<file path="src/rtl/crc8_frame_tx.sv">
// crc8_frame_tx
// Transmit-side framer for the optical link. Bytes arrive on a valid/ready
// stream into a one-byte holding register. Each frame goes out on the line as
// SYNC_BYTE, then the payload, then a CRC-8/EBU trailer over the payload
// (poly 0x1D, init 0xFF, reflected in/out). Every byte is sent LSB-first, and
// the line advances one bit per bit_en strobe. At least GAP_BITS idle strobes
// follow every frame or abort.
//
// Optional feature: define CRC8_FRAME_ERR_INJECT_EN to add the err_inject
// input. When it is high on the cycle a trailer is loaded, bit 0 of the
// transmitted trailer is inverted. crc_last still reports the true CRC.
//
// Ports:
//   clk, rst     clock; synchronous active-high reset
//   s_tdata      payload byte
//   s_tvalid     byte valid
//   s_tlast      byte is the last of its frame
//   s_tready     holding register empty (transfer on s_tvalid & s_tready)
//   bit_en       bit-rate strobe; all line activity advances only on it
//   err_inject   (CRC8_FRAME_ERR_INJECT_EN only) corrupt the next trailer
//   tx_bit       serial line data, 0 when not active
//   tx_active    high while SYNC, DATA or CRC bits are on the line
//   frame_done   one-cycle pulse after the last trailer bit
//   underrun     one-cycle pulse when a frame is aborted for lack of data
//   crc_last     reflected CRC of the most recent completed frame
module crc8_frame_tx #(
  parameter logic [7:0] SYNC_BYTE = 8'hD5,
  parameter int         GAP_BITS  = 8
) (
  input  logic       clk,
  input  logic       rst,
  input  logic [7:0] s_tdata,
  input  logic       s_tvalid,
  input  logic       s_tlast,
  output logic       s_tready,
  input  logic       bit_en,
`ifdef CRC8_FRAME_ERR_INJECT_EN
  input  logic       err_inject,
`endif
  output logic       tx_bit,
  output logic       tx_active,
  output logic       frame_done,
  output logic       underrun,
  output logic [7:0] crc_last
);

  typedef enum logic [2:0] {IDLE, SYNC, DATA, CRC, GAP} state_t;

  localparam int            GW       = (GAP_BITS > 1) ? $clog2(GAP_BITS) : 1;
  localparam logic [GW-1:0] GAP_LAST = GW'(GAP_BITS - 1);

  function automatic logic [7:0] bitrev8(input logic [7:0] v);
    logic [7:0] r;
    for (int i = 0; i < 8; i++) r[i] = v[7-i];
    return r;
  endfunction

  state_t        state, state_next;
  logic [7:0]    hold_data;
  logic          hold_last, hold_full;
  logic [7:0]    shifter;
  logic [2:0]    bit_cnt;
  logic [7:0]    crc, crc_next;
  logic          cur_last;
  logic [GW-1:0] gap_cnt;
  logic          last_bit;
  logic          load_sync, load_hold, load_trailer, end_frame, end_underrun;
  logic [7:0]    trailer_flip;

`ifdef CRC8_FRAME_ERR_INJECT_EN
  assign trailer_flip = {7'b0, err_inject};
`else
  assign trailer_flip = 8'h00;
`endif

  assign last_bit = bit_en & (bit_cnt == 3'd7);

  // Serial CRC step for the bit currently on the line. The register is kept
  // non-reflected; feeding bits LSB-first makes it equivalent to the reflected
  // CRC, so bitrev of the register is the reported/transmitted value.
  always_comb begin
    crc_next = {crc[6:0], 1'b0} ^ ((crc[7] ^ shifter[0]) ? 8'h1D : 8'h00);
  end

  always_ff @(posedge clk) begin
    if (rst) state <= IDLE;
    else     state <= state_next;
  end

  // When the gap ends with a byte already waiting, the next SYNC is loaded
  // directly so the line sees exactly GAP_BITS idle strobes between frames
  // regardless of how bit_en is spaced.
  always_comb begin
    state_next   = state;
    load_sync    = 1'b0;
    load_hold    = 1'b0;
    load_trailer = 1'b0;
    end_frame    = 1'b0;
    end_underrun = 1'b0;
    case (state)
      IDLE: begin
        if (hold_full) begin
          load_sync  = 1'b1;
          state_next = SYNC;
        end
      end
      SYNC: begin
        if (last_bit) begin
          if (hold_full) begin
            load_hold  = 1'b1;
            state_next = DATA;
          end else begin
            end_underrun = 1'b1;
            state_next   = GAP;
          end
        end
      end
      DATA: begin
        if (last_bit) begin
          if (cur_last) begin
            load_trailer = 1'b1;
            state_next   = CRC;
          end else if (hold_full) begin
            load_hold = 1'b1;
          end else begin
            end_underrun = 1'b1;
            state_next   = GAP;
          end
        end
      end
      CRC: begin
        if (last_bit) begin
          end_frame  = 1'b1;
          state_next = GAP;
        end
      end
      GAP: begin
        if (bit_en && (gap_cnt == GAP_LAST)) begin
          if (hold_full) begin
            load_sync  = 1'b1;
            state_next = SYNC;
          end else begin
            state_next = IDLE;
          end
        end
      end
      default: state_next = IDLE;
    endcase
  end

  always_comb begin
    tx_active = (state == SYNC) || (state == DATA) || (state == CRC);
    tx_bit    = tx_active & shifter[0];
    s_tready  = ~hold_full & ~rst;
  end

  // Holding register. A load needs hold_full and a transfer needs it clear,
  // so the two never collide.
  always_ff @(posedge clk) begin
    if (rst) begin
      hold_full <= 1'b0;
      hold_data <= 8'h00;
      hold_last <= 1'b0;
    end else if (load_hold) begin
      hold_full <= 1'b0;
    end else if (s_tvalid && s_tready) begin
      hold_full <= 1'b1;
      hold_data <= s_tdata;
      hold_last <= s_tlast;
    end
  end

  always_ff @(posedge clk) begin
    if (rst) begin
      shifter    <= 8'h00;
      bit_cnt    <= 3'd0;
      crc        <= 8'hFF;
      cur_last   <= 1'b0;
      gap_cnt    <= '0;
      frame_done <= 1'b0;
      underrun   <= 1'b0;
      crc_last   <= 8'h00;
    end else begin
      frame_done <= end_frame;
      underrun   <= end_underrun;
      if (load_sync) begin
        shifter <= SYNC_BYTE;
        crc     <= 8'hFF;
        bit_cnt <= 3'd0;
      end else if (bit_en && tx_active) begin
        bit_cnt <= bit_cnt + 3'd1;
        if (state == DATA) crc <= crc_next;
        if (load_hold) begin
          shifter  <= hold_data;
          cur_last <= hold_last;
        end else if (load_trailer) begin
          shifter <= bitrev8(crc_next) ^ trailer_flip;
        end else begin
          shifter <= {1'b0, shifter[7:1]};
        end
      end
      if (end_frame) crc_last <= bitrev8(crc);
      if (end_frame || end_underrun)  gap_cnt <= '0;
      else if (state == GAP && bit_en) gap_cnt <= gap_cnt + GW'(1);
    end
  end

endmodule

</file>
<file path="config.mk">
export PLATFORM = sky130hd
export DESIGN_NAME = crc8_frame_tx
export DESIGN_NICKNAME = d
export VERILOG_FILES = /design/src/rtl/crc8_frame_tx.sv
export SDC_FILE = /design/constraint.sdc
export NUM_CORES = 1
export LEC_CHECK = 0
export BUFFER_PORTS_ARGS = -buffer_cell sky130_fd_sc_hd__buf_2
export CORE_ASPECT_RATIO = 1.5
export CORE_MARGIN = 3
export CORE_UTILIZATION = 32
export CTS_CLUSTER_DIAMETER = 80
export DETAILED_ROUTE_END_ITERATION = 10
export PLACE_DENSITY = 0.57
export SETUP_SLACK_MARGIN = 0.05
export SYNTH_ARGS = -nofsm -noshare
export SYNTH_HDL_FRONTEND = slang
export SYNTH_SLANG_ARGS = --single-unit
</file>
<file path="constraint.sdc">
create_clock -name clk -period 3 [get_ports clk]
set_clock_uncertainty 0.05 [all_clocks]
set_input_delay 0.3 -clock clk [delete_from_list [all_inputs] [get_ports clk]]
set_output_delay 0.3 -clock clk [all_outputs]
set_load 0.01 [all_outputs]
</file>
# Yosys cells after proc, flatten, opt, wreduce, memory -nomap -nowiden
# Cells that the tools add are included.
dict set report word_totals {
  register_bits 46
  output_inout_bits 13
}
dict set report op_classes {
  add_sub_neg 2
  eq_ne 12
  n_mux 32
  n_bitwise 9
  n_reduce_logical 16
}
# operator n
set ops {}
lappend ops {{two-way mux 8 bit} 4}
lappend ops {{two-way mux 3 bit} 8}
lappend ops {{two-way mux 1 bit} 15}
lappend ops {{one-hot mux 3 bit (5 select lines)} 1}
lappend ops {{inequality test 2 bit, second input constant} 5}
lappend ops {{equality test 3 bit, second input constant} 3}
lappend ops {{bitwise XOR 8 x 5 -> 8 bit} 1}
lappend ops {{adder 3 x 1 -> 3 bit, second input constant} 2}
lappend ops {{equality test 3 x 2 -> 1 bit, second input constant} 2}
lappend ops {{one-hot mux 1 bit (2 select lines)} 3}
lappend ops {{AND reduction 6 bit} 1}
lappend ops {{OR reduction 2 bit} 3}
lappend ops {{two-way mux 5 bit} 1}
lappend ops {{logical AND 1 bit} 4}
lappend ops {{inverter 1 bit} 4}
lappend ops {{AND reduction 2 bit} 2}
lappend ops {{bitwise AND 1 bit} 3}
lappend ops {{equality test 3 x 1 -> 1 bit, second input constant} 1}
lappend ops {{logical NOT 3 bit} 1}
lappend ops {{logical OR 1 bit} 3}
lappend ops {{inequality test 3 bit, second input constant} 1}
lappend ops {{AND reduction 3 bit} 1}
lappend ops {{nonzero test 2 bit} 1}
lappend ops {{bitwise XOR 1 bit} 1}

# Depth between registers and ports, before layout
# Gate-level depths: netlist (run 1).
dict set report logic_depth {
  ltp_word 8
  mapped_depth 7
  depth_no_buf 6
}

# Least setup slack after synthesis (run 1)
# OpenSTA, ideal clock, no wires.
dict set report synth_path {
  path_type {flip-flop to flip-flop}
  startpoint {register gap_cnt[0]}
  endpoint {register shifter[3]}
  setup_time_ps 58
  arrival_ps 1630
  required_time_ps 2892
  path_slack_ps 1262
  stages_incl_launch_ff 7
  period_less_slack_ps 1738
  path_cell_list {dfxtp_1 > ha_1 > ha_1 > a21bo_2 > a31oi_1 > o21a_1 > o211a_1}
}
dict set report synth_between {
  elab_chain_len 5
}
# element line
set synth_lines {}
lappend synth_lines {{start: declaration} 65} ;# logic [GW-1:0] gap_cnt;
lappend synth_lines {{start signal: assignment} 204} ;# else if (state == GAP && bit_en) gap_cnt <= gap_cnt + GW'(1);
lappend synth_lines {{equality test 3 bit} 138} ;# if (bit_en && (gap_cnt == GAP_LAST)) begin
lappend synth_lines {{logical AND 1 bit} 138}
lappend synth_lines {{two-way mux 1 bit} 138}
lappend synth_lines {{one-hot mux 1 bit (2 select lines)} 100} ;# case (state)
lappend synth_lines {{OR reduction 2 bit (no line)} n/a}
lappend synth_lines {{end signal: assignment} 194} ;# shifter <= hold_data;
lappend synth_lines {{end signal: assignment} 197} ;# shifter <= bitrev8(crc_next) ^ trailer_flip;
lappend synth_lines {{end signal: assignment} 199} ;# shifter <= {1'b0, shifter[7:1]};
lappend synth_lines {{end: declaration} 61} ;# logic [7:0] shifter;
# No other way between the ends.
# A chain may end at the register's enable or synchronous reset.

# Final worst setup path (run 1)
# Ends and elaborated chain as after synthesis.

==> qor.csv, run 1 <==
stage,metric,value,unit
finish,n_antenna_cell,0,
grt,grt_overflow,0,
clock_tree,cts.sinks,46,
timing,slew_headroom,52.9,%
clock_tree,cts_resized,0,
route,dr.pass1.iters,4,
grt,grt_use_met1,14.9,%
timing,finalCritPeriodShare,65.1,%
route,via_count,1630,
critical_path,crit_arrival,2150,ps
finish,nets,270,
grt,antenna_found_initial,0,
floorplanning,die_x,72.4,um
grt,use_met2,20.1,%
grt,grt_pass1_wl,7420,um
logic_synthesis,ys_types,47,
critical_path,r2r-end,shifter[3]$_SDFFE_PP0P_,
finish,layout.area.seq,921,sq um
floorplanning,rows,35,
clock_tree,post-cts-setup-buffers,0,
power_and_ir_drop,ir_drop,289,uV
timing,finalCriticalPeriod,1950,ps
route,wire_per_inst,13.1,um
clock_tree,cts_tree,done,
timing,fmax,512,MHz
logic_synthesis,syn_nets,253,
placement,place_inst,320,
power_and_ir_drop,leakage,1.00,nW
placement,hpwl,3210,um
timing,worstMarginPinSlew,703,ps
logic_synthesis,synth_top_area_share,43.6,%
critical_path,crit_fanout,9,
floorplanning,initial_core_util,33.8,%
grt,grt_usage,12.2,%
floorplanning,core,6260,sq um
grt,busiest_layer,met2,
logic_synthesis,synthTopCellsByArea,"dfxtp_1, nand2b_1, nand2_1",
logic_synthesis,synth_warnings,0,
timing,hold_viol_final,0,
placement,portBuffers,25,
floorplanning,die-height,106,um
clock_tree,cts_buffers,5,
logic_synthesis,ys_ff_latch,46,
logic_synthesis,syn-cell-area,2110,sq um
timing,finalSetupViolations,0,
power_and_ir_drop,power.density,529,nW/um^2
critical_path,critical_path_required,3200,ps
route,drt_iter0_markers,64,
placement,routabilityCongestion,0.858,
logic_synthesis,synth_ff_type,dfxtp_1,
finish,fin_area,2400,sq um
finish,multi_input_area,1120,sq um
logic_synthesis,ys_async_sr_fraction,0,%
grt,grt_pass1_vias,1583,
clock_tree,insertion_delay,300,ps
logic_synthesis,syn_avg_cell_area,8.96,sq um
placement,place_area,2260,sq um
critical_path,r2r_start,gap_cnt[0]$_SDFFE_PP0P_,
critical_path,worst-setup-path-type,register to register,
critical_path,r2r_slack,1050,ps
job,drv_cap,0,
logic_synthesis,yosysSeqAreaShare,43.6,%
logic_synthesis,synth_cells,236,
status,status,completed,
route,drt-total-wl,4300,um
min_path,hold_class,input pin to register,
floorplanning,die-area,7640,sq um
route,drc,0,
timing,rsz0062_at_grt,no,
critical_path,crit_start,gap_cnt[0]$_SDFFE_PP0P_,
logic_synthesis,synth_area_leader_cell,dfxtp_1,
finish,area_growth,13.6,%
finish,fill_cells,654,
power_and_ir_drop,total_power,1.27,mW
critical_path,crit_end,shifter[3]$_SDFFE_PP0P_,
logic_synthesis,synth_edf_count,0,
clock_tree,clkTransAtPathRegs,90,ps
finish,drive_gt1_share,15.7,%
clock_tree,cts_root_buffer,clkbuf_8,
floorplanning,num_io_pins,26,
route,drtAntennaViolNets,0,
clock_tree,clockBufferDepth,2,
clock_tree,cts_hold_buf,0,
critical_path,worstRegToRegCells,6,
grt,grt_max_degree,27,
timing,slew_violations,0,
critical_path,crit_path_end_kind,register,
finish,instances_no_fill,328,
grt,use_met3,2.86,%
timing,setup_tns,0,ps
critical_path,start_kind,register,
clock_tree,htree_num_levels,2,
route,vias_per_cell,4.97,
[worst min path at each step]
stage / to / from / cells after the start
5_1_grt: hold_last$_SDFFE_PP0P_ / s_tlast / 3
6_report: hold_data[2]$_SDFFE_PP0P_ / s_tdata[2] / 3
2_1_floorplan: hold_data[0]$_SDFFE_PP0P_ / s_tdata[0] / 2
3_5_place_dp: cur_last$_SDFFE_PP0P_ / hold_last$_SDFFE_PP0P_ / 2
4_1_cts: hold_data[2]$_SDFFE_PP0P_ / s_tdata[2] / 3
3_3_place_gp: cur_last$_SDFFE_PP0P_ / hold_last$_SDFFE_PP0P_ / 2
[placed cells by master, fill, tap and decap left out, drive strengths merged, types with 2 or more instances in the layout]
| master | Yosys | final |
|---|---|---|
| clkbuf | 8 | 5 |
| a32o | 3 | 3 |
| nand2b | 19 | 19 |
| dfxtp | 46 | 46 |
| a31oi | 3 | 3 |
| a22o | 8 | 8 |
| nand2 | 30 | 30 |
| buf | 7 | 25 |
| a21o | 3 | 3 |
| nand3 | 10 | 10 |
| o21ai | 18 | 18 |
| ha | 4 | 4 |
| bufinv | 0 | 2 |
| or3b | 2 | 2 |
| xnor2 | 4 | 4 |
| a211oi | 2 | 2 |
| a21oi | 11 | 11 |
| mux2i | 8 | 8 |
| and2 | 4 | 4 |
| o211ai | 4 | 4 |
| and3 | 3 | 3 |
| a21bo | 2 | 2 |
| nor3 | 4 | 4 |
| or3 | 2 | 2 |
| nor2 | 14 | 14 |
[synthesized netlist by cell type, types with 4 or more instances]
| master | n |
|---|---|
| a21oi_1 | 9 |
| a22o_1 | 8 |
| and2_1 | 4 |
| buf_2 | 6 |
| clkbuf_1 | 8 |
| dfxtp_1 | 46 |
| ha_1 | 4 |
| mux2i_1 | 8 |
| nand2_1 | 30 |
| nand2b_1 | 19 |
| nand3_1 | 10 |
| nor2_1 | 13 |
| nor3_1 | 4 |
| o211ai_1 | 4 |
| o21ai_0 | 14 |
| o21ai_1 | 4 |
| xnor2_1 | 4 |
[registers in the layout, indices dropped and copies added (netlist names)]
signal / flops
frame_done: 1
hold_data: 8
bit_cnt: 3
underrun: 1
hold_last: 1
shifter: 8
cur_last: 1
crc: 8
hold_full: 1
crc_last: 8
gap_cnt: 3
state: 3
[worst max-delay path, stage by stage (launching register included)]
cell and delay (ps):
dfxtp_1 330, ha_1 200, ha_1 200, a21bo_2 240
a31oi_1 560, o21a_1 210, o211a_1 130
[per-stage QoR]
stage                     utilization [%]  hold slack [ps]  setup WS (ps)
after global routing                 38.4              136            935
after floorplan                         -              359           1260
after global placement               36.2              395           1080
final                                38.4              143           1050
after detailed placement             36.2              399           1060
after CTS                            38.4              134           1040
[layout make-up]
cell class                      count  area share [%]
Multi-Input combinational cell    174            46.7
Sequential cell                    46            38.3
Timing Repair Buffer               25            5.21
Clock buffer                        5            2.86
Clock inverter                      3            2.86
Inverter                            1           0.156
Tap cell                           74            3.85
[report_power, final]
group | switching, mW | internal (mW)
clock | 0.206 | 0.334
combinational | 0.0490 | 0.0373
sequential | 0.0152 | 0.629
total | 0.271 | 0.999
[cells by family after synthesis]
group                    count (synthesis)  synth area share, %
buffers and inverters                   16                 3.37
XOR/XNOR                                 6                 3.49
adder cells (fa/ha/maj)                  4                 2.37
AO/OA/AOI/OAI                           63                 21.1
multiplexers                             8                 3.79
flip-flops                              46                 43.6
AND/OR/NAND/NOR                         93                 22.4
[routing by layer]
layer | vias up | share of wire (%)
li1 | 871 | -
met1 | 723 | 45
met2 | 31 | 49
met3 | 5 | 4.3
met4 | 0 | 1.6
met5 | - | 0
Power figures use the tool's default switching activity.
==> run 2: changes to the inputs <==
==> constraint.sdc (replaced) <==
create_clock -name clk -period 1.8 [get_ports clk]
set_clock_uncertainty 0.05 [all_clocks]
set_input_delay 0.18 -clock clk [delete_from_list [all_inputs] [get_ports clk]]
set_output_delay 0.18 -clock clk [all_outputs]
set_load 0.01 [all_outputs]
==> qor.csv, run 2 (same netlist as run 1, synthesis figures left out) <==
stage,metric,value,unit
status,status,completed,
timing,layout_setup_ws,123,ps
power_and_ir_drop,p_switching,0.487,mW
finish,fill_cells,652,
floorplanning,initial_core_util,33.8,%
timing,slew_headroom,66.8,%
min_path,hold_depth,3,
min_path,hold_class,input pin to register,
critical_path,crit_cells,6,
clock_tree,clockBufferDepth,2,
timing,slew_violations,0,
critical_path,r2r_start,bit_cnt[0]$_SDFFE_PP0P_,
finish,nets,282,
placement,routabilityCongestion,0.894,
grt,grt_max_degree,19,
placement,pre_cts_ws,52.5,ps
power_and_ir_drop,switching_share,24.1,%
critical_path,crit_arrival,1810,ps
placement,hpwl,3530,um
route,drc,0,
power_and_ir_drop,seq_power_share,53.0,%
floorplanning,die-height,106,um
route,via_count,1752,
grt,antenna_found_initial,0,
timing,finalCriticalPeriod,1680,ps
floorplanning,core,6260,sq um
timing,hold_viol_final,0,
route,wire_per_inst,13.6,um
finish,n_antenna_cell,0,
power_and_ir_drop,combPwrFrac,8.3,%
floorplanning,rows,35,
route,dr.pass1.iters,4,
route,drt-total-wl,4640,um
critical_path,cpMaxStageDelayCell,dfxtp_2,
power_and_ir_drop,ir_drop,360,uV
critical_path,crit_start,bit_cnt[0]$_SDFFE_PP0P_,
critical_path,path_buf_inv,0,
critical_path,crit_end,shifter[5]$_SDFFE_PP0P_,
clock_tree,cts_tree,done,
critical_path,r2r-end,shifter[5]$_SDFFE_PP0P_,
timing,rsz0062_at_grt,no,
clock_tree,cts_buffers,5,
route,drtAntennaViolNets,0,
critical_path,start_kind,register,
finish,area_growth,18.2,%
clock_tree,insertion_delay,300,ps
clock_tree,cts_root_buffer,clkbuf_8,
power_and_ir_drop,leakage,1.05,nW
clock_tree,cts.sinks,46,
grt,grt_overflow,0,
finish,fin_util,39.9,%
floorplanning,die_x,72.4,um
critical_path,crit_family,compound AO/OA/AOI/OAI gates,
timing,finalCritPeriodShare,93.1,%
critical_path,critical_path_required,1930,ps
finish,most-common-layout-cells,"dfxtp_1, nand2_1, buf_2, nand2b_1, o21ai_0",
critical_path,crit_fanout,8,
power_and_ir_drop,power.share.clock,38.8,%
timing,worstMarginPinSlew,499,ps
power_and_ir_drop,power.density,810,nW/um^2
power_and_ir_drop,internal_power,1.54,mW
finish,instances_no_fill,340,
critical_path,worst-setup-path-type,register to register,
grt,grt_usage,13.0,%
grt,grt_pass1_wl,7940,um
timing,setup_tns,0,ps
critical_path,worstRegToRegCells,6,
clock_tree,htree_num_levels,2,
critical_path,r2r_slack,120,ps
finish,drive_gt1_share,23.3,%
critical_path,path_cells,ha_1 > ha_2 > nand4b_1 > a21o_2 > mux2i_1 > a21oi_1,
grt,grt_pass1_vias,1732,
route,drt_iter0_markers,89,
job,drv_cap,0,
finish,layout.area.seq,925,sq um
route,vias_per_cell,5.15,
placement,portBuffers,25,
floorplanning,die-area,7640,sq um
placement,place_inst,331,
critical_path,cpPeakStageDelay,350,ps
finish,multi_input_area,1150,sq um
clock_tree,clkTransAtPathRegs,90,ps
critical_path,crit_path_end_kind,register,
finish,layout_commonest_cell,dfxtp_1,
timing,fmax,596,MHz
timing,finalSetupViolations,0,
floorplanning,num_io_pins,26,
run 2: cell types whose count changed in the layout (fill, tap and decap cells not counted), sizes merged:
cell | previous run | this run
clkinvlp | 0 | 2
bufinv | 2 | 1
buf | 25 | 37
clkinv | 1 | 0
run 2: worst min-delay path by stage:
stage / start / to / slack [ps]
floorplan: s_tdata[0] / hold_data[0]$_SDFFE_PP0P_ / 240
global placement: s_tlast / hold_last$_SDFFE_PP0P_ / 320
detailed placement: s_tdata[0] / hold_data[0]$_SDFFE_PP0P_ / 330
CTS: s_tdata[3] / hold_data[3]$_SDFFE_PP0P_ / 20
global route: s_tdata[2] / hold_data[2]$_SDFFE_PP0P_ / 30
finish: s_tdata[3] / hold_data[3]$_SDFFE_PP0P_ / 20
run 2: cell type report:
cell class | instances | area share (%)
multi-input cells | 174 | 46.0
flip-flops and latches | 46 | 37.0
repair buffers | 37 | 8.61
well taps | 74 | 3.70
clock buffers | 5 | 2.75
clock inverters | 3 | 1.80
inverters | 1 | 0.150
run 2: stage by stage:
stage / total power, mW / area [sq um] / hold slack [ps]
finish: 2.03 / 2500 / 22.7
global placement: 1.26 / 2350 / 324
global route: 2.11 / 2500 / 30.4
detailed placement: 1.26 / 2350 / 330
CTS: 2.04 / 2460 / 15.9
floorplan: 1.20 / 2110 / 239
run 2: tightest hold or removal path, cell delays in order:
cell and delay, ps:
buf_2 70, nand2_1 40, o21ai_0 50
run 2: timing repair:
item                       CTS  global route
hold buffers                 0             0
gates resized for setup      1            11
pin swaps                    0             1
setup buffers                0             1
setup endpoints to repair    2            19
run 2: per-layer routing:
| layer | GRT usage [%] | up-vias | share of wire (%) |
|---|---|---|---|
| met5 | 0 | - | 0 |
| met4 | 7.39 | 0 | 3.7 |
| met3 | 2.86 | 14 | 4.0 |
| met2 | 21.7 | 39 | 49 |
| met1 | 14.9 | 808 | 44 |
| li1 | - | 891 | - |
run 2: power groups by stage:
stage	registers [mW]	logic (mW)	clock network, mW
after CTS	1.07	0.166	0.804
after global routing	1.08	0.190	0.838
final	1.07	0.167	0.785
after global placement	1.09	0.165	0
after detailed placement	1.10	0.165	0
after floorplan	1.08	0.116	0
==> run 3: changes to the inputs <==
--- a/config.mk
+++ b/config.mk
@@ -11,7 +11,7 @@
 export CORE_UTILIZATION = 32
 export CTS_CLUSTER_DIAMETER = 80
 export DETAILED_ROUTE_END_ITERATION = 10
-export PLACE_DENSITY = 0.57
+export PLACE_DENSITY = 0.47
 export SETUP_SLACK_MARGIN = 0.05
 export SYNTH_ARGS = -nofsm -noshare
 export SYNTH_HDL_FRONTEND = slang
==> qor.csv, run 3 (same netlist as run 1, synthesis figures left out) <==
stage,metric,value,unit
floorplanning,die-area,7640,sq um
floorplanning,core,6260,sq um
route,wire_per_inst,14.4,um
power_and_ir_drop,leakage,1.07,nW
floorplanning,initial_core_util,33.8,%
finish,area_growth,20.9,%
clock_tree,cts_buffers,5,
clock_tree,clockBufferDepth,2,
critical_path,crit_start,gap_cnt[0]$_SDFFE_PP0P_,
finish,layout_commonest_cell,dfxtp_1,
timing,fmax,591,MHz
clock_tree,htree_num_levels,2,
clock_tree,cts.sinks,46,
critical_path,critical_path_required,2000,ps
floorplanning,num_io_pins,26,
grt,grt_pass1_vias,1688,
finish,multi_input_area,1170,sq um
placement,hpwl,3680,um
critical_path,r2r-end,shifter[5]$_SDFFE_PP0P_,
route,vias_per_cell,5.10,
floorplanning,die_x,72.4,um
finish,drive_gt1_share,24.3,%
timing,slew_violations,0,
placement,routabilityCongestion,0.817,
finish,layout.area.seq,925,sq um
timing,rsz0062_at_grt,no,
grt,grt_max_degree,19,
timing,slew_headroom,65.3,%
grt,grt_usage,13.4,%
finish,most-common-layout-cells,"dfxtp_1, nand2_1, buf_2, nand2b_1",
critical_path,crit_fanout,4,
clock_tree,cts_hold_buf,0,
timing,finalCritPeriodShare,94.1,%
power_and_ir_drop,power.density,853,nW/um^2
clock_tree,clkTransAtPathRegs,90,ps
job,drv_cap,0,
timing,hold_viol_final,0,
clock_tree,cts_root_buffer,clkbuf_8,
min_path,hold_class,input pin to register,
critical_path,start_kind,register,
grt,antenna_found_initial,0,
route,dr.pass1.iters,4,
timing,worstMarginPinSlew,520,ps
finish,fin_area,2560,sq um
clock_tree,cts_tree,done,
route,drtAntennaViolNets,0,
finish,n_antenna_cell,0,
critical_path,worstRegToRegCells,6,
route,drt-total-wl,4940,um
status,status,completed,
grt,grt_pass1_wl,8210,um
critical_path,crit_path_end_kind,register,
critical_path,crit_arrival,1890,ps
finish,fill_cells,659,
clock_tree,insertion_delay,300,ps
timing,finalSetupViolations,0,
placement,portBuffers,25,
timing,finalCriticalPeriod,1690,ps
power_and_ir_drop,ir_drop,446,uV
finish,nets,284,
timing,setup_tns,0,ps
grt,grt_overflow,0,
floorplanning,rows,35,
critical_path,crit_end,shifter[5]$_SDFFE_PP0P_,
critical_path,r2r_slack,110,ps
critical_path,r2r_start,gap_cnt[0]$_SDFFE_PP0P_,
placement,place_area,2360,sq um
critical_path,worst-setup-path-type,register to register,
route,drc,0,
route,via_count,1743,
route,drt_iter0_markers,93,
floorplanning,die-height,106,um
run 3: cell types whose count changed in the layout (fill, tap and decap cells not counted), sizes merged:
cell / previous run / this run
clkinv: 0 / 1
buf: 37 / 39
bufinv: 1 / 2
clkinvlp: 2 / 0
run 3: area by class of cell:
class	count	area share [%]
Timing Repair Buffer	39	9.01
Clock buffer	5	2.69
Multi-Input combinational cell	174	45.7
Clock inverter	3	2.69
Tap cell	74	3.62
Sequential cell	46	36.2
Inverter	1	0.147
run 3: worst min-delay path by stage:
stage | slack, ps | start | to | depth (start not counted)
floorplan | 240 | s_tdata[0] | hold_data[0]$_SDFFE_PP0P_ | 2
global placement | 320 | s_tdata[4] | hold_data[4]$_SDFFE_PP0P_ | 3
detailed placement | 330 | s_tlast | hold_last$_SDFFE_PP0P_ | 3
CTS | 9 | s_tdata[2] | hold_data[2]$_SDFFE_PP0P_ | 3
global route | 20 | s_tdata[2] | hold_data[2]$_SDFFE_PP0P_ | 3
finish | 10 | s_tdata[2] | hold_data[2]$_SDFFE_PP0P_ | 3
run 3: per-stage QoR:
stage	power, mW	cells	hold slack (ps)	util, %	worst slack [ps]
after floorplan	1.20	236	239	-	62.2
after global placement	1.27	333	325	37.7	51.2
after detailed placement	1.27	333	330	37.7	47.4
after CTS	2.21	341	9.14	40.0	53.6
after global routing	2.27	342	24.4	40.8	35.2
final	2.18	342	15.0	40.8	107
run 3: metal layers:
layer / global-route usage, % / vias up / wire, um / part of all wire [%]
met5: 0 / - / 0 / 0
met4: 4.35 / 0 / 65 / 1.3
met2: 22.6 / 35 / 2450 / 50
li1: - / 897 / - / -
met1: 16.8 / 807 / 2210 / 45
met3: 2.86 / 4 / 210 / 4.3
run 3: power by group:
group / leakage (nW) / total (mW) / switching (mW) / internal, mW
Clock: 0.0683 / 0.934 / 0.377 / 0.557
Combinational: 0.629 / 0.174 / 0.0957 / 0.0784
Sequential: 0.376 / 1.07 / 0.0238 / 1.05
Total: 1.07 / 2.18 / 0.497 / 1.68
run 3: what timing repair did:
action	4_1_cts	5_1_grt
pin swaps	0	3
endpoints found under the setup margin	2	20
buffers inserted	0	1
gates resized for setup	2	11
endpoints found under the hold margin	0	0
run 3: critical path, stage by stage (launching register included):
cell and delay [ps]:
dfxtp_2 330, ha_1 190, ha_1 190, a21bo_2 220, and3_4 190, a2111o_1 350
a21oi_2 100
